## config.mk

```make
export PLATFORM = sky130hd
export DESIGN_NAME = clk_div_meter_flat
export DESIGN_NICKNAME = d
export VERILOG_FILES = /design/src/rtl/div_meter_pkg.sv /design/src/rtl/clk_div_meter_if.sv /design/src/rtl/sync_edge_det.sv /design/src/rtl/clk_div_meter.sv /design/src/flat_wrapper.sv
export SDC_FILE = /design/constraint.sdc
export NUM_CORES = 1
export LEC_CHECK = 0
export CORE_ASPECT_RATIO = 0.75
export CORE_UTILIZATION = 55
export CTS_BUF_LIST = sky130_fd_sc_hd__clkbuf_4 sky130_fd_sc_hd__clkbuf_8 sky130_fd_sc_hd__clkbuf_16
export DETAILED_ROUTE_END_ITERATION = 8
export PLACE_DENSITY = 0.91
export SLEW_MARGIN = 25
export SYNTH_ARGS = -nofsm -noshare
export SYNTH_HDL_FRONTEND = slang
export SYNTH_SLANG_ARGS = --single-unit
```

## constraint.sdc

```tcl
create_clock -name clk -period 2.4 [get_ports clk]
set_input_delay 0.48 -clock clk [delete_from_list [all_inputs] [get_ports clk]]
set_output_delay 0.48 -clock clk [all_outputs]
set_load 0.01 [all_outputs]
```

## src/rtl/div_meter_pkg.sv

```systemverilog
// Shared types and defaults for the divided-clock meter and related clock monitors.
package div_meter_pkg;

    typedef enum logic [1:0] {
        WAIT_FIRST,
        MEASURE,
        LOST
    } meter_state_e;

    localparam int CNT_W_DEF   = 16;
    localparam int TIMEOUT_DEF = 1000;

endpackage

```

## src/rtl/clk_div_meter_if.sv

```systemverilog
// Measurement bundle: divided clock in, period/high-time results and status out.
interface clk_div_meter_if
    import div_meter_pkg::*;
#(
    parameter int CNT_W = CNT_W_DEF
);
    logic             sig_in;
    logic [CNT_W-1:0] period;
    logic [CNT_W-1:0] high_time;
    logic             meas_valid;
    logic             locked;
    logic             clk_lost;
    logic             mismatch;

    // master drives the clock under test and consumes results; slave is the meter
    modport master (output sig_in,
                    input  period, high_time, meas_valid, locked, clk_lost, mismatch);
    modport slave  (input  sig_in,
                    output period, high_time, meas_valid, locked, clk_lost, mismatch);
endinterface

```

## src/rtl/sync_edge_det.sv

```systemverilog
// Synchronizes an asynchronous level into clk and flags its rising/falling edges.
module sync_edge_det #(
    parameter int STAGES = 2
) (
    input  logic clk,
    input  logic rst_n,
    input  logic d,
    output logic rise,
    output logic fall
);
    logic [STAGES-1:0] chain;
    logic              s_d;

    always_ff @(posedge clk or negedge rst_n) begin
        if (!rst_n) begin
            chain <= '0;
            s_d   <= 1'b0;
        end else begin
            chain <= {chain[STAGES-2:0], d};
            s_d   <= chain[STAGES-1];
        end
    end

    assign rise = chain[STAGES-1] & ~s_d;
    assign fall = ~chain[STAGES-1] & s_d;
endmodule

```

## src/rtl/clk_div_meter.sv

```systemverilog
// Measures period and high time of a divided clock in clk cycles, flags loss of it.
// Define DIV_METER_CHECK_EN to compare each period against EXP_PERIOD.
module clk_div_meter
    import div_meter_pkg::*;
#(
    parameter int CNT_W       = CNT_W_DEF,
    parameter int SYNC_STAGES = 2,
    parameter int TIMEOUT     = TIMEOUT_DEF,
    parameter int EXP_PERIOD  = 6
) (
    input  logic           clk,
    input  logic           rst_n,
    clk_div_meter_if.slave mif
);
    localparam logic [CNT_W-1:0] CNT_MAX = '1;
    localparam logic [CNT_W-1:0] TO_CNT  = CNT_W'(TIMEOUT);

    if (SYNC_STAGES < 2 || SYNC_STAGES > 4) begin : g_bad_sync
        $error("SYNC_STAGES must be 2..4");
    end
    if (TIMEOUT >= (2 ** CNT_W) - 1 || EXP_PERIOD < 0) begin : g_bad_cfg
        $error("TIMEOUT must be below counter saturation, EXP_PERIOD non-negative");
    end

    logic             rise, fall;
    logic [CNT_W-1:0] cnt, hi_cap;
    logic             fall_seen;
    meter_state_e     state, state_nxt;
    logic             meas_fire, lost_entry;
    logic [CNT_W-1:0] period_q, high_q;
    logic             valid_q, locked_q;

    sync_edge_det #(.STAGES(SYNC_STAGES)) u_sync (
        .clk   (clk),
        .rst_n (rst_n),
        .d     (mif.sig_in),
        .rise  (rise),
        .fall  (fall)
    );

    // Counter restarts at 1 on each rise so its value at the next rise is the period.
    always_ff @(posedge clk or negedge rst_n) begin
        if (!rst_n) begin
            cnt       <= '0;
            hi_cap    <= '0;
            fall_seen <= 1'b0;
        end else begin
            if (rise)                cnt <= CNT_W'(1);
            else if (cnt != CNT_MAX) cnt <= cnt + CNT_W'(1);
            if (fall) hi_cap <= cnt;
            if (rise)      fall_seen <= 1'b0;
            else if (fall) fall_seen <= 1'b1;
        end
    end

    always_ff @(posedge clk or negedge rst_n) begin
        if (!rst_n) state <= WAIT_FIRST;
        else        state <= state_nxt;
    end

    // A rise always beats a coincident timeout.
    always_comb begin
        state_nxt = state;
        meas_fire = 1'b0;
        case (state)
            WAIT_FIRST: begin
                if (rise)                state_nxt = MEASURE;
                else if (cnt == TO_CNT)  state_nxt = LOST;
            end
            MEASURE: begin
                if (rise)                meas_fire = fall_seen;
                else if (cnt == TO_CNT)  state_nxt = LOST;
            end
            LOST: begin
                if (rise)                state_nxt = MEASURE;
            end
            default:                     state_nxt = WAIT_FIRST;
        endcase
        lost_entry = (state != LOST) && (state_nxt == LOST);
    end

    always_ff @(posedge clk or negedge rst_n) begin
        if (!rst_n) begin
            period_q <= '0;
            high_q   <= '0;
            valid_q  <= 1'b0;
            locked_q <= 1'b0;
        end else begin
            valid_q <= meas_fire;
            if (meas_fire) begin
                period_q <= cnt;
                high_q   <= hi_cap;
                locked_q <= 1'b1;
            end else if (lost_entry) begin
                locked_q <= 1'b0;
            end
        end
    end

`ifdef DIV_METER_CHECK_EN
    logic mismatch_q;

    always_ff @(posedge clk or negedge rst_n) begin
        if (!rst_n)          mismatch_q <= 1'b0;
        else if (meas_fire)  mismatch_q <= (cnt != CNT_W'(EXP_PERIOD));
        else if (lost_entry) mismatch_q <= 1'b0;
    end

    assign mif.mismatch = mismatch_q;
`else
    assign mif.mismatch = 1'b0;
`endif

    assign mif.period     = period_q;
    assign mif.high_time  = high_q;
    assign mif.meas_valid = valid_q;
    assign mif.locked     = locked_q;
    assign mif.clk_lost   = (state == LOST);
endmodule
```

## src/flat_wrapper.sv

```systemverilog
// flat-port wrapper written by rule: the top's interface ports become plain ports
module clk_div_meter_flat import div_meter_pkg::*;
#(
    parameter int CNT_W       = CNT_W_DEF,
    parameter int SYNC_STAGES = 2,
    parameter int TIMEOUT     = TIMEOUT_DEF,
    parameter int EXP_PERIOD  = 6
)
  (clk, rst_n, mif_sig_in, mif_period, mif_high_time, mif_meas_valid, mif_locked, mif_clk_lost, mif_mismatch);
  clk_div_meter_if #(.CNT_W(CNT_W)) mif_i ();
  input  logic clk;
  input  logic rst_n;
  input wire logic [$bits(mif_i.sig_in)-1:0] mif_sig_in;
  output wire logic [$bits(mif_i.period)-1:0] mif_period;
  output wire logic [$bits(mif_i.high_time)-1:0] mif_high_time;
  output wire logic [$bits(mif_i.meas_valid)-1:0] mif_meas_valid;
  output wire logic [$bits(mif_i.locked)-1:0] mif_locked;
  output wire logic [$bits(mif_i.clk_lost)-1:0] mif_clk_lost;
  output wire logic [$bits(mif_i.mismatch)-1:0] mif_mismatch;
  assign mif_i.sig_in = mif_sig_in;
  assign mif_period = mif_i.period;
  assign mif_high_time = mif_i.high_time;
  assign mif_meas_valid = mif_i.meas_valid;
  assign mif_locked = mif_i.locked;
  assign mif_clk_lost = mif_i.clk_lost;
  assign mif_mismatch = mif_i.mismatch;
  clk_div_meter #(.CNT_W(CNT_W), .SYNC_STAGES(SYNC_STAGES), .TIMEOUT(TIMEOUT), .EXP_PERIOD(EXP_PERIOD)) u_core (.clk(clk), .rst_n(rst_n), .mif(mif_i));
endmodule
```

Word-level counts from Yosys, hierarchy flattened
Cells that the tools add are included.
- mux-type cells: 13
- bitwise operators: 4
- eq/ne operators: 6
- add/subtract/negate cells: 1
- reductions and logical operators: 5
- operator list (operator ; count):
    2-to-1 mux 16 bit ; 2
    adder 16 x 1 -> 16 bit, second input constant ; 1
    equality test 16 x 10 -> 1 bit, second input constant ; 1
    inequality test 16 bit, second input constant ; 1
    2-to-1 mux 2 bit ; 4
    2-to-1 mux 1 bit ; 6
    case mux 2 bit (3 select lines) ; 1
    nonzero test 2 bit ; 3
    equality test 2 bit, second input constant ; 2
    bitwise AND 1 bit ; 2
    equality test 2 x 1 -> 1 bit, second input constant ; 1
    logical NOT 2 bit ; 1
    inequality test 2 bit, second input constant ; 1
    inverter 1 bit ; 2
    logical AND 1 bit ; 1
- flip-flop bits (word level): 72
- word-level logic and storage cells: 39
- bits of input ports: 3
- output and inout bits: 36

Logic depth before layout (Yosys ltp)
Gate-level depths: netlist of run 1.
- word-level depth: 8
- depth in mapped cells: 7
- gate-level depth less buffers: 6

Modules after synthesis
From an unflattened synthesis of run 1, not the netlist that was laid out.
- cells, all modules: 300
- area total of the unflattened synthesis: 3076.7 um2
- by module, submodules not included (module ; cells an instance ; area an instance (um2) ; times used):
    clk_div_meter ; 295 ; 2986.6 ; 1
    sync_edge_det ; 5 ; 90.1 ; 1

Worst setup path after synthesis of run 1
No wires, ideal clock.
- kind: flip-flop to flip-flop
- start: register u_core.cnt[1]
- end: register u_core.cnt[7]
- data required time: 2.275 ns
- data arrival time: 1.628 ns
- buffers on the path: 1
- cell stages (with the launch flop): 7
- slack: 0.647 ns
- cells stage by stage: dfrtp_1 -> ha_1 -> nand4_4 -> nor4_4 -> buf_6 -> nor3_2 -> mux2_4
- cells in the longest elaborated chain, start to end: 3
- RTL lines (what ; RTL line ; RTL):
    start, declared ; clk_div_meter.sv:26 ; logic [CNT_W-1:0] cnt, hi_cap;
    start signal, assigned ; clk_div_meter.sv:49 ; else if (cnt != CNT_MAX) cnt <= cnt + CNT_W'(1);
    adder 16 x 1 -> 16 bit ; clk_div_meter.sv:49 ;
    2-to-1 mux 16 bit ; clk_div_meter.sv:49 ;
    2-to-1 mux 16 bit ; clk_div_meter.sv:48 ; if (rise) cnt <= CNT_W'(1);
Several ways; a longest one is shown, not always the timed one. The select of a mux whose other input is x is not followed.
A chain may end at the register's enable or synchronous reset.

Worst setup path after layout of run 1
- start: register u_core.cnt[1]
- end: register u_core.cnt[1]
The elaborated chain is that of the path after synthesis.

==> impl_metrics.json, run 1 <==
{
  "result_of_the_run": "complete, no violations",
  "synth_top_area_share_pct": 57.7,
  "grt_pass1_wl_um": 10900,
  "fp-row-count": 23,
  "floorplan.initialDensity_pct": 57.7,
  "cp-start-kind": "register",
  "grt_antenna_before_repair": 0,
  "timing.final.crit_period_ns": 1.99,
  "timing.critical_path.required_ns": 2.65,
  "number_of_nets_in_the_synthesized_netlist": 305,
  "wl_per_cell_um": 15.6,
  "number_of_hold_repair_buffers_added_at_the_cts_stage": 0,
  "grt_setup_unrepaired": "no",
  "num-fill-cells": 385,
  "gpl.final_weighted_congestion": 0.890,
  "met3RoutedLength_um": 384,
  "critPathCaptureType": "register",
  "worst_setup_hold_path_clk_slew_ns": 0.08,
  "flow.area_growth_from_synthesis_pct": 19.6,
  "routed-via-count": 2329,
  "final_cycle_share_pct": 82.7,
  "power_mw": 2.88,
  "h-tree-depth": 3,
  "ir_drop_mv": 0.358,
  "setup_viol_count_final": 0,
  "clk-insertion-delay-late_ns": 0.36,
  "drc": 0,
  "router_iterations_before_antenna_repair": 4,
  "clock_skew_ns": 0.0151,
  "num-nets-final": 343,
  "synth_top_cells_by_area": "sky130_fd_sc_hd__dfrtp_1 (58%), sky130_fd_sc_hd__nand2_1 (11%), sky130_fd_sc_hd__mux2_2 (6.1%), sky130_fd_sc_hd__o21ai_0 (1.8%), sky130_fd_sc_hd__ha_1 (1.6%)",
  "fp.dieArea_um2": 5990,
  "post-dp-hpwl_um": 4420,
  "cts.root.buffer_cell": "sky130_fd_sc_hd__clkbuf_8",
  "drtAntennaViolNets": 0,
  "ioPinCount": 39,
  "crit_slowest_cell": "sky130_fd_sc_hd__nor4_4",
  "die_y_um": 67.3,
  "routed_wirelength_um": 6480,
  "number_of_enable_type_register_cells_in_the_synthesized_netlist": 0,
  "cts_tree": "done",
  "timing.max_cap.violations": 0,
  "wl_met2_um": 3170,
  "timing.slew.headroom_pct": 52.7,
  "static_leak_nw": 1.84,
  "post-synth-top-count-cell": "sky130_fd_sc_hd__nand2_1",
  "synth-seq-cells": 72,
  "biggest_fanout_along_the_worst_timing_path": 8,
  "tns_ns": 0,
  "n_antenna_cell": 0,
  "numPortBuffers": 37,
  "synth_area_leader_cell": "sky130_fd_sc_hd__dfrtp_1",
  "synthesis.yosys.warnings": 0,
  "synth.yosys.seq_area_share_pct": 57.7,
  "max_freq_ghz": 0.504,
  "post_synth_most_frequent_cells": "sky130_fd_sc_hd__nand2_1 (93), sky130_fd_sc_hd__dfrtp_1 (72), sky130_fd_sc_hd__mux2_2 (17)",
  "grt_max_degree": 33,
  "synth.avg_cell_area_um2": 10.5,
  "slew_viol_final": 0,
  "crit_arrival_ns": 2.23,
  "cts_buffer_depth": 2,
  "synthesis.instances": 298,
  "final-hold-violation-count": 0,
  "grt_pass1_vias": 2308,
  "post_cts_buffers": 0,
  "min-delay-path-class": "primary input to asynchronous set/reset pin",
  "die_w_um": 89.0,
  "via_per_inst": 5.60,
  "worst_path_largest_cell_delay_ns": 0.45,
  "critical_path.top_delay_family": "simple AND/OR/NAND/NOR gates",
  "cts_buffers": 9,
  "async_reset_ff_share_pct": 100,
  "power-per-cell-area_nw_per_um2": 771,
  "timing_worst_slew_pin_value_ns": 0.709,
  "met1Wirelength_um": 2770,
  "drt_iter0_drc": 187,
  "globalRouteTotalUtil_pct": 25.3,
  "cp_cell_sequence": "ha_1, nand4_4, nor4_4, buf_4, mux2i_1, nor2_1",
  "post_synth_instance_area_um2": 3120,
  "post_cts.resized_instances": 0,
  "grt-ovfl-total": 0,
  "synth_flop_cell": "sky130_fd_sc_hd__dfrtp_1",
  "timing_worst_setup_path_type": "register to register",
  "layout-drive-gt1-share_pct": 16.1,
  "worstPathBufferInverterCount": 1,
  "yosysUniqueCellTypes": 48,
  "floorplan.core_area_um2": 5410,
  "maxUsedRoutingLayer": "met4",
  "clock-sinks": 72
}
==> report_power, final <==
group          switching, mW  total [mW]  internal, mW
Clock                  0.482       0.972         0.490
Sequential             0.118        1.46          1.34
Combinational          0.226       0.449         0.223
==> layout by cell type, fill, tap and decap left out, types with 3 or more instances in the layout <==
master	netlist	routed
sky130_fd_sc_hd__nand2_1	93	93
sky130_fd_sc_hd__dfrtp_1	72	72
sky130_fd_sc_hd__clkdlybuf4s50_1	0	36
sky130_fd_sc_hd__mux2_2	17	17
sky130_fd_sc_hd__o21ai_0	11	11
sky130_fd_sc_hd__inv_1	10	10
sky130_fd_sc_hd__nor2_1	10	10
sky130_fd_sc_hd__clkbuf_8	1	9
sky130_fd_sc_hd__nor3_1	7	7
sky130_fd_sc_hd__a21oi_1	7	7
sky130_fd_sc_hd__buf_4	4	6
sky130_fd_sc_hd__ha_1	4	4
sky130_fd_sc_hd__nor2b_1	3	3
sky130_fd_sc_hd__and3_1	3	3
sky130_fd_sc_hd__nand3_1	3	3
sky130_fd_sc_hd__a31oi_1	3	3
sky130_fd_sc_hd__or3_2	3	3
sky130_fd_sc_hd__clkinv_4	0	3
==> layer usage <==
metal / up-vias / GRT usage [%]
met5: - / 0
met4: 0 / 11.5
met3: 18 / 8.31
met2: 94 / 41.0
met1: 1146 / 31.3
li1: 1071 / -
==> stage by stage <==
| stage | setup slack [ns] | area [um^2] | utilization, % | instances | hold slack, ns |
|---|---|---|---|---|---|
| 3_5_place_dp | 0.440 | 3530 | 65.3 | 400 | 0.350 |
| 3_3_place_gp | 0.524 | 3530 | 65.3 | 400 | 0.335 |
| 6_report | 0.415 | 3740 | 69.1 | 416 | 0.168 |
| 5_1_grt | 0.274 | 3740 | 69.1 | 416 | 0.204 |
| 2_1_floorplan | 0.647 | 3120 | - | 298 | 0.184 |
| 4_1_cts | 0.415 | 3740 | 69.1 | 416 | 0.177 |
==> sequential cells by signal (all words and copies together) (netlist names) <==
name                   count
u_core.mif.meas_valid      1
u_core.mif.period         16
u_core.cnt                16
u_core.hi_cap             16
u_core.u_sync.s_d          1
u_core.mif.high_time      16
u_core.state               2
u_core.mif.locked          1
u_core.fall_seen           1
u_core.u_sync.chain        2
==> cell families after synthesis <==
family	synth area share (%)
buf+inv	4.97
other cells	0.120
fa+ha+maj	1.60
xor+xnor	0.280
simple gates	22.6
flops	57.7
mux	7.25
compound gates	5.49
==> area by class of cell <==
| class | count | area [um^2] | share of cell area (%) |
|---|---|---|---|
| Clock inverter | 7 | 78.8 | 2.11 |
| Inverter | 11 | 41.3 | 1.10 |
| Sequential cell | 72 | 1800 | 48.2 |
| Timing Repair Buffer | 44 | 430 | 11.5 |
| Tap cell | 75 | 93.8 | 2.51 |
| Clock buffer | 9 | 124 | 3.31 |
| Multi-Input combinational cell | 198 | 1170 | 31.2 |
==> final timing paths <==
check	from	endpoint	slack, ns	cells after the start
min in group clk	u_core.u_sync.chain[0]	u_core.u_sync.chain[1]	0.36	0
max in group asynchronous	rst_n	u_core.mif.high_time[9]	1.61	2
setup reg to reg	u_core.cnt[1]	u_core.cnt[1]	0.41	6
hold / removal	rst_n	u_core.mif.period[4]	0.17	1
hold reg to reg	u_core.u_sync.chain[0]	u_core.u_sync.chain[1]	0.36	0
setup / recovery	u_core.cnt[1]	u_core.cnt[1]	0.41	6
Note: power is estimated with default switching activity, not from simulation.
==> run 2, diff against run 1 <==
clock period = 2 ns   (was 2.4 ns; I/O delays follow)
==> run 2 against run 1 <==
Net effect:
- sequential share of layout area grew 0.097 points
- flip-flop and latch count is the same
- clock power grew 5%
- global-route usage shrank 1.5 points
- non-clock buffer count grew 2
==> impl_metrics.json, run 2 (same netlist as run 1, synthesis figures left out) <==
{
  "result_of_the_run": "complete, no violations",
  "critPathCaptureType": "primary output",
  "cts_buffer_depth": 2,
  "flow.area_growth_from_synthesis_pct": 19.4,
  "via_per_inst": 5.44,
  "power.sequential.fraction_pct": 52.5,
  "n_antenna_cell": 0,
  "cts_buffers": 9,
  "wl_per_cell_um": 14.9,
  "timing.reg2reg.setup_slack_ns": 0.15,
  "post-dp-hpwl_um": 4350,
  "ioPinCount": 39,
  "grt_pass1_wl_um": 10300,
  "clock-sinks": 72,
  "setup_viol_count_final": 0,
  "layout-drive-gt1-share_pct": 16.9,
  "fp.dieArea_um2": 5990,
  "multiInputGateArea_um2": 1170,
  "clk-insertion-delay-late_ns": 0.35,
  "leading_cell_type_in_the_layout_fill_and_taps_excluded": "sky130_fd_sc_hd__nand2_1",
  "power_frac_clock_pct": 30.6,
  "routed_wirelength_um": 6220,
  "timing.final.crit_period_ns": 1.88,
  "final-seq-area_um2": 1800,
  "drt_iter0_drc": 194,
  "power-per-cell-area_nw_per_um2": 891,
  "grt_setup_unrepaired": "no",
  "cts_tree": "done",
  "numPortBuffers": 37,
  "final_cycle_share_pct": 93.9,
  "floorplan.initialDensity_pct": 57.7,
  "ir_drop_mv": 0.474,
  "p_sw_share_pct": 29.0,
  "timing_worst_slew_pin_value_ns": 0.556,
  "grt_max_degree": 39,
  "layout_common_cells": "sky130_fd_sc_hd__nand2_1 (93), sky130_fd_sc_hd__dfrtp_1 (72), sky130_fd_sc_hd__clkdlybuf4s50_1 (36)",
  "static_leak_nw": 1.83,
  "grt_pass1_vias": 2184,
  "cp-endpoint": "mif_clk_lost",
  "clock_skew_ns": 0.0100,
  "timing.max_cap.violations": 0,
  "grt_antenna_before_repair": 0,
  "h-tree-depth": 3,
  "max_freq_ghz": 0.533,
  "floorplan.core_area_um2": 5410,
  "crit_arrival_ns": 1.48,
  "num-nets-final": 345,
  "final-hold-violation-count": 0,
  "globalRouteTotalUtil_pct": 23.8,
  "cp-start-kind": "register",
  "post_cts_buffers": 0,
  "router_iterations_before_antenna_repair": 4,
  "worst_setup_hold_path_clk_slew_ns": 0.08,
  "timing.slew.headroom_pct": 63.0,
  "routed-via-count": 2272,
  "placement.cell_area_um2": 3550,
  "gpl.final_weighted_congestion": 0.896,
  "reg2reg_depth": 6,
  "timing.critical_path.required_ns": 1.60,
  "grt-ovfl-total": 0,
  "cts.root.buffer_cell": "sky130_fd_sc_hd__clkbuf_8",
  "min-delay-path-class": "primary input to asynchronous set/reset pin",
  "power.switching_mw": 0.965,
  "crit_start": "u_core.state[1]",
  "critical_path.reg2reg.endpoint": "u_core.cnt[1]",
  "drc": 0,
  "die_w_um": 89.0,
  "stdcell_area_um2": 3730,
  "timing.rr.start": "u_core.cnt[1]",
  "biggest_fanout_along_the_worst_timing_path": 4,
  "fp-row-count": 23,
  "tns_ns": 0,
  "slew_viol_final": 0,
  "die_y_um": 67.3,
  "drtAntennaViolNets": 0,
  "timing_worst_setup_path_type": "register to primary output",
  "combinationalPowerShare_pct": 17.0,
  "intPower_mw": 2.36,
  "num-fill-cells": 414,
  "number_of_hold_repair_buffers_added_at_the_cts_stage": 0
}
## run 2: changes by cell type in the layout (fill, tap and decap cells not counted)
cell / change
sky130_fd_sc_hd__buf_4: +2
sky130_fd_sc_hd__bufinv_16: -1
sky130_fd_sc_hd__ha_2: +1
sky130_fd_sc_hd__clkinvlp_4: +2
sky130_fd_sc_hd__ha_1: -1
sky130_fd_sc_hd__clkbuf_4: +1
sky130_fd_sc_hd__inv_6: -2
## run 2: layout make-up
| type | instances | area share, % |
|---|---|---|
| sequential | 72 | 48.3 |
| multi-input combinational | 198 | 31.4 |
| timing repair buffer | 46 | 11.9 |
| clock buffer | 10 | 3.52 |
| tap | 75 | 2.52 |
| clock inverter | 6 | 1.24 |
| inverter | 11 | 1.11 |
## run 2: timing repair
action,in CTS,in global routing
setup endpoints to repair,0,4
hold endpoints to repair,0,0
gates resized for setup,0,1
## run 2: metrics by stage
step	power, mW	instances	hold slack (ns)	utilization, %	worst slack, ns
2_1_floorplan	2.05	298	0.104	-	0.247
3_3_place_gp	2.31	402	0.340	65.6	0.197
3_5_place_dp	2.34	402	0.341	65.6	0.0960
4_1_cts	3.35	418	0.0462	68.9	0.0883
5_1_grt	3.49	418	0.0521	68.9	0.0408
6_report	3.32	418	0.0283	68.9	0.122
## run 2: worst min path at each step
stage | from | to | slack, ns | depth (start not counted)
2_1_floorplan | rst_n | u_core.cnt[0] | 0.10 | 0
3_3_place_gp | u_core.u_sync.chain[0] | u_core.u_sync.chain[1] | 0.34 | 0
3_5_place_dp | u_core.u_sync.chain[0] | u_core.u_sync.chain[1] | 0.34 | 0
4_1_cts | rst_n | u_core.mif.period[4] | 0.05 | 1
5_1_grt | rst_n | u_core.mif.meas_valid | 0.05 | 1
6_report | rst_n | u_core.mif.high_time[4] | 0.03 | 1
## run 2: critical path, stage by stage (launching register included)
cell	delay [ns]
sky130_fd_sc_hd__dfrtp_1	0.39
sky130_fd_sc_hd__nor2b_1	0.18
sky130_fd_sc_hd__clkdlybuf4s50_1	0.56
## run 2: power groups by stage
stage,clock network (mW),logic [mW],registers (mW)
floorplan,0,0.278,1.77
global placement,0,0.549,1.76
detailed placement,0,0.570,1.77
CTS,1.03,0.570,1.75
global route,1.09,0.629,1.77
finish,1.02,0.564,1.74
## run 2: metal layers
metal,vias up,wire length [um],track usage [%]
li1,1071,-,-
met1,1129,2780,29.9
met2,63,2980,38.8
met3,9,351,8.56
met4,0,100,7.94
met5,-,0,0
